$ cat src/rtl/wb_mem_arbiter.sv
// Two-master Wishbone arbiter: instruction fetch and data ports share one memory slave.
// Round-robin on ties, grant held CYC..ACK, watchdog ends hung cycles with ERR.
module wb_mem_arbiter #(
  parameter int ADDR_W  = 12,
  parameter int DATA_W  = 128,
  parameter int SEL_W   = 16,
  parameter int TIMEOUT = 255
) (
  input  logic              clk,
  input  logic              rst_n,
  input  logic              i_cyc,
  input  logic              i_stb,
  input  logic              i_we,
  input  logic [ADDR_W-1:0] i_adr,
  input  logic [DATA_W-1:0] i_dat_m,
  input  logic [SEL_W-1:0]  i_sel,
  output logic [DATA_W-1:0] i_dat_s,
  output logic              i_ack,
  output logic              i_err,
  input  logic              d_cyc,
  input  logic              d_stb,
  input  logic              d_we,
  input  logic [ADDR_W-1:0] d_adr,
  input  logic [DATA_W-1:0] d_dat_m,
  input  logic [SEL_W-1:0]  d_sel,
  output logic [DATA_W-1:0] d_dat_s,
  output logic              d_ack,
  output logic              d_err,
  output logic              s_cyc,
  output logic              s_stb,
  output logic              s_we,
  output logic [ADDR_W-1:0] s_adr,
  output logic [DATA_W-1:0] s_dat_m,
  output logic [SEL_W-1:0]  s_sel,
  input  logic [DATA_W-1:0] s_dat_s,
  input  logic              s_ack
);

  localparam int WDOG_W = (TIMEOUT > 32'sd0) ? $clog2(TIMEOUT + 32'sd1) : 32'sd1;
  localparam logic [WDOG_W-1:0] WDOG_LIM = WDOG_W'(TIMEOUT);
  localparam logic [WDOG_W-1:0] WDOG_MAX = {WDOG_W{1'b1}};
  localparam logic [WDOG_W-1:0] WDOG_ONE = WDOG_W'(1);
  localparam logic [WDOG_W-1:0] WDOG_ZERO = {WDOG_W{1'b0}};
  localparam bit   WDOG_EN = (TIMEOUT != 32'sd0);
  localparam logic PRIO_I  = 1'b0;
  localparam logic PRIO_D  = 1'b1;

  typedef enum logic [1:0] {
    IDLE  = 2'd0,
    GNT_I = 2'd1,
    GNT_D = 2'd2
  } state_t;

  state_t            state_r;
  logic              prio_r;
  logic [WDOG_W-1:0] wdog_r;

  logic i_req_s;
  logic d_req_s;
  logic gnt_cyc_s;
  logic timeout_s;

  assign i_req_s   = i_cyc & i_stb;
  assign d_req_s   = d_cyc & d_stb;
  assign timeout_s = WDOG_EN && (wdog_r == WDOG_LIM) && !s_ack;
  assign i_dat_s   = s_dat_s;
  assign d_dat_s   = s_dat_s;

  // Slave-side mux and per-master ack/err routing for the current grant
  always_comb begin
    s_cyc     = 1'b0;
    s_stb     = 1'b0;
    s_we      = 1'b0;
    s_adr     = {ADDR_W{1'b0}};
    s_dat_m   = {DATA_W{1'b0}};
    s_sel     = {SEL_W{1'b0}};
    i_ack     = 1'b0;
    i_err     = 1'b0;
    d_ack     = 1'b0;
    d_err     = 1'b0;
    gnt_cyc_s = 1'b0;
    case (state_r)
      GNT_I: begin
        s_cyc     = i_req_s;
        s_stb     = i_req_s;
        s_we      = i_we;
        s_adr     = i_adr;
        s_dat_m   = i_dat_m;
        s_sel     = i_sel;
        gnt_cyc_s = i_cyc;
        // An ack landing as the master abandons is dropped, not forwarded
        i_ack     = s_ack & i_cyc;
        i_err     = timeout_s & i_cyc;
      end
      GNT_D: begin
        s_cyc     = d_req_s;
        s_stb     = d_req_s;
        s_we      = d_we;
        s_adr     = d_adr;
        s_dat_m   = d_dat_m;
        s_sel     = d_sel;
        gnt_cyc_s = d_cyc;
        d_ack     = s_ack & d_cyc;
        d_err     = timeout_s & d_cyc;
      end
      default: begin
        gnt_cyc_s = 1'b0;
      end
    endcase
  end

  // Grant FSM, round-robin priority and saturating watchdog
  always_ff @(posedge clk or negedge rst_n) begin
    if (!rst_n) begin
      state_r <= IDLE;
      prio_r  <= PRIO_I;
      wdog_r  <= WDOG_ZERO;
    end else begin
      case (state_r)
        IDLE: begin
          wdog_r <= WDOG_ZERO;
          if (i_req_s && (!d_req_s || prio_r == PRIO_I)) begin
            state_r <= GNT_I;
          end else if (d_req_s) begin
            state_r <= GNT_D;
          end else begin
            state_r <= IDLE;
          end
        end
        GNT_I, GNT_D: begin
          if (!gnt_cyc_s) begin
            state_r <= IDLE;
          end else if (s_ack || timeout_s) begin
            // Completion (ack or watchdog) hands priority to the other master
            state_r <= IDLE;
            prio_r  <= (state_r == GNT_I) ? PRIO_D : PRIO_I;
          end else if (wdog_r != WDOG_MAX) begin
            wdog_r <= wdog_r + WDOG_ONE;
          end else begin
            wdog_r <= wdog_r;
          end
        end
        default: begin
          state_r <= IDLE;
        end
      endcase
    end
  end

endmodule

$ cat config.mk
export PLATFORM = sky130hd
export DESIGN_NAME = wb_mem_arbiter
export DESIGN_NICKNAME = d
export VERILOG_FILES = /design/src/rtl/wb_mem_arbiter.sv
export SDC_FILE = /design/constraint.sdc
export NUM_CORES = 1
export LEC_CHECK = 0
export BUFFER_PORTS_ARGS = -buffer_cell sky130_fd_sc_hd__buf_2
export CAP_MARGIN = 20
export CORE_AREA = 3 3 335 337
export DETAILED_ROUTE_END_ITERATION = 6
export DIE_AREA = 0 0 338 340
export PLACE_DENSITY = 0.3
export SLEW_MARGIN = 20
export SYNTH_ARGS = -nofsm -noshare
export SYNTH_HDL_FRONTEND = slang
export SYNTH_SLANG_ARGS = --single-unit
$ cat constraint.sdc
create_clock -name clk -period 3.2 [get_ports clk]
set_clock_uncertainty 0.2 [all_clocks]
set_input_delay 0.64 -clock clk [delete_from_list [all_inputs] [get_ports clk]]
set_output_delay 0.64 -clock clk [all_outputs]
set_load 0.005 [all_outputs]
==> impl_results.md <==
- Status: complete, no violations
- Share of Yosys cell area claimed by the top area cell type: 38.2%
- Max Slew Vio Count: 0
- Wire length per cell: 20.2 µm
- Core area: 109000 µm²
- First-pass GRT wire length: 58.8 mm
- PortBufs: 483
- Num CTS Buffers: 3
- DRT Pass-1 Iters: 4
- Initial antenna violation count: 35
- Fin. Hold Viols: 0
- Hold Path Class: in -> async
- Clock Root Buffer: clkbuf_16
- Die area: 115000 µm²
- Die width: 338 µm
- Ports: 868
- Cell Rows: 121
- RSZ-0062 raised after global routing: false
- Post-CTS sizing: 0
- Clk_lat worst skew: 0.24 ns
- Top_reg_cell synth: dfrtp_1
- Layout cells sized above 1: 57.5%
- Crit path kind: reg -> out
- Placer Congestion: 0.723
- Global-route usage over all layers: 7.75%
- Worst slew margin: 49.6%
- Detail Route Antenna Nets: 0
- CP Cell Sequence: inv_1, ha_4, buf_12, buf_4, a22oi_1, nor2b_1, buf_2
- Mapped Cells: 709
- Synthesis-stage register bit count: 11
- Final Cycle Share: 94.9%
- Slowest CP cell: dfrtp_1
- Max-cap violations: 0
- CTS tree: done
- Max clock buf depth: 2
- Clk slew on worst S/H paths: 0.04 ns
- Seq/Total Area, Yosys: 5.43%
- Ys async rst share: 100%
- WHS: 0.0730 ns
- Largest cells by area after synthesis: buf_4 38%, a22oi_1 23%, nor2b_1 20%
- Post-CTS Hold Fix Bufs: 0
- Mapped Avg Cell Area: 7.15 µm²
- Startpoint Class: flip-flop
- Syn-to-layout area delta: 50.7%
- Min Tclk post-route: 3.04 ns
- Initial Util: 4.64%
- Clk sinks: 11
- Post-synth EDFFs: 0
- Maximum fanout along the worst path: 71
- Slew @ Worst Pin: 0.755 ns
- Fill count: 12967
- DP Area: 7520 µm²
- # H-tree levels: 1
- Warnings, synthesis: 0
- Design Area, Final: 7630 µm²
- Post-CTS Setup Bufs: 0
- Leakage: 3.05 nW
- DP HPWL: 44.1 mm
- DR DRC count: 0
- Final setup TNS: 0 ns
- Register area: 275 µm²
- 1st-iter DRT viols: 228
- Setup crit end kind: output port
- Syn nets: 1162
- Multi-input gate area: 2650 µm²
- WP data required: 2.36 ns
- Pwr Total: 1.30 mW
- Pin count of the biggest net entering global routing: 82
- Routed wire length: 48.5 mm
- Vias: 6007
- VDD IR max: 115 µV
- Netlist Area Pre-Place: 5070 µm²
- Die H: 340 µm
- Power density over the cells: 170 nW/µm²
- Fmax: 329 MHz
- Vias per Instance: 2.50
- Nets: 1369
- Worst path max stage delay: 0.42 ns
- Yosys top cell by area: buf_4
- CP arrival: 2.20 ns
- Overflow left after global routing: 0
- Synth cell types: 41
- Final Setup Violations: 0
- Vias in the first global route: 6041
[metal layers]
layer | routed length [µm] | track usage, % | vias to the layer above
met2 | 22000 | 13.0 | 565
met1 | 18700 | 8.82 | 2680
met5 | 134 | 0 | -
met4 | 1420 | 2.05 | 20
li1 | - | - | 2645
met3 | 6240 | 3.54 | 97
[metrics by stage]
| stage | setup slack [ns] | instances | utilization, % |
|---|---|---|---|
| after floorplan | 0.580 | 709 | - |
| after global placement | 0.373 | 2387 | 6.89 |
| after detailed placement | 0.395 | 2387 | 6.89 |
| after CTS | 0.132 | 2391 | 6.96 |
| after global routing | 0.0311 | 2391 | 6.96 |
| final | 0.162 | 2404 | 6.99 |
[sequential cells by signal (all words and copies together), names as in the netlist]
| signal | cells |
|---|---|
| prio_r | 1 |
| state_r | 2 |
| wdog_r | 8 |
[cell usage in the layout (no fill, tap or decap), types with 3 or more instances in the layout]
master,Yosys,layout
a22oi_1,157,157
and3_1,3,3
buf_12,0,6
buf_2,2,483
buf_4,258,27
clkbuf_16,0,3
dfrtp_1,11,11
diode_2,0,13
ha_4,0,3
inv_1,3,3
nand2_1,9,9
nand2b_1,3,3
nand3_1,9,9
nor2b_1,158,158
nor3_1,4,4
o21ai_0,4,4
[cells by family (layout without fill, tap and decap cells)]
| family | count (synthesis) | after routing | synth area share, % |
|---|---|---|---|
| buffers and inverters | 317 | 523 | 43.0 |
| other | 0 | 13 | 0 |
| AO/OA/AOI/OAI | 177 | 177 | 26.3 |
| multiplexers | 2 | 2 | 0.420 |
| adder cells (fa/ha/maj) | 4 | 4 | 0.988 |
| AND/OR/NAND/NOR | 198 | 198 | 23.9 |
| flip-flops | 11 | 11 | 5.43 |
[critical path, delay by kind of cell (launching register included)]
kind            cells  cell delay (ns)
compound gates      1             0.11
fa+ha+maj           1             0.19
buf+inv             4             0.90
flops               1             0.42
simple gates        1             0.24
[cell usage after synthesis, types with 2 or more instances]
| cell type | n |
|---|---|
| nand3_1 | 9 |
| nand4_1 | 2 |
| nor3_1 | 4 |
| o21ai_0 | 4 |
| o311ai_0 | 2 |
| nand2_1 | 9 |
| clkbuf_1 | 52 |
| nor2_1 | 2 |
| dfrtp_1 | 11 |
| nor2b_1 | 158 |
| buf_4 | 258 |
| a22oi_1 | 157 |
| and3_1 | 3 |
| a21oi_1 | 2 |
| buf_2 | 2 |
| inv_1 | 3 |
| nand2b_1 | 3 |
| ha_1 | 4 |
| nor4_1 | 2 |
[power breakdown]
group / total, mW / switching, mW / internal, mW
Combinational: 0.911 / 0.500 / 0.411
Clock: 0.236 / 0.0683 / 0.168
Sequential: 0.149 / 0.00463 / 0.144
[cell type report]
type / instances / area share, %
Tap cell: 1476 / 24.2
Antenna cell: 13 / 0.426
Sequential cell: 11 / 3.61
Multi-Input combinational cell: 381 / 34.7
Clock buffer: 4 / 1.03
Inverter: 3 / 0.147
Timing Repair Buffer: 516 / 35.9
[path summary, 6_finish.rpt]
| kind | from | to | slack, ns | depth (start not counted) |
|---|---|---|---|---|
| setup reg to reg | state_r[0] | wdog_r[4] | 0.55 | 7 |
| min in group clk | wdog_r[5] | wdog_r[5] | 0.31 | 1 |
| hold / removal | rst_n | wdog_r[0] | 0.07 | 1 |
| max in group asynchronous | rst_n | wdog_r[1] | 2.51 | 1 |
| setup / recovery | state_r[0] | s_sel[7] | 0.16 | 7 |
| hold reg to reg | wdog_r[5] | wdog_r[5] | 0.31 | 1 |
Power figures use the tool's default switching activity.
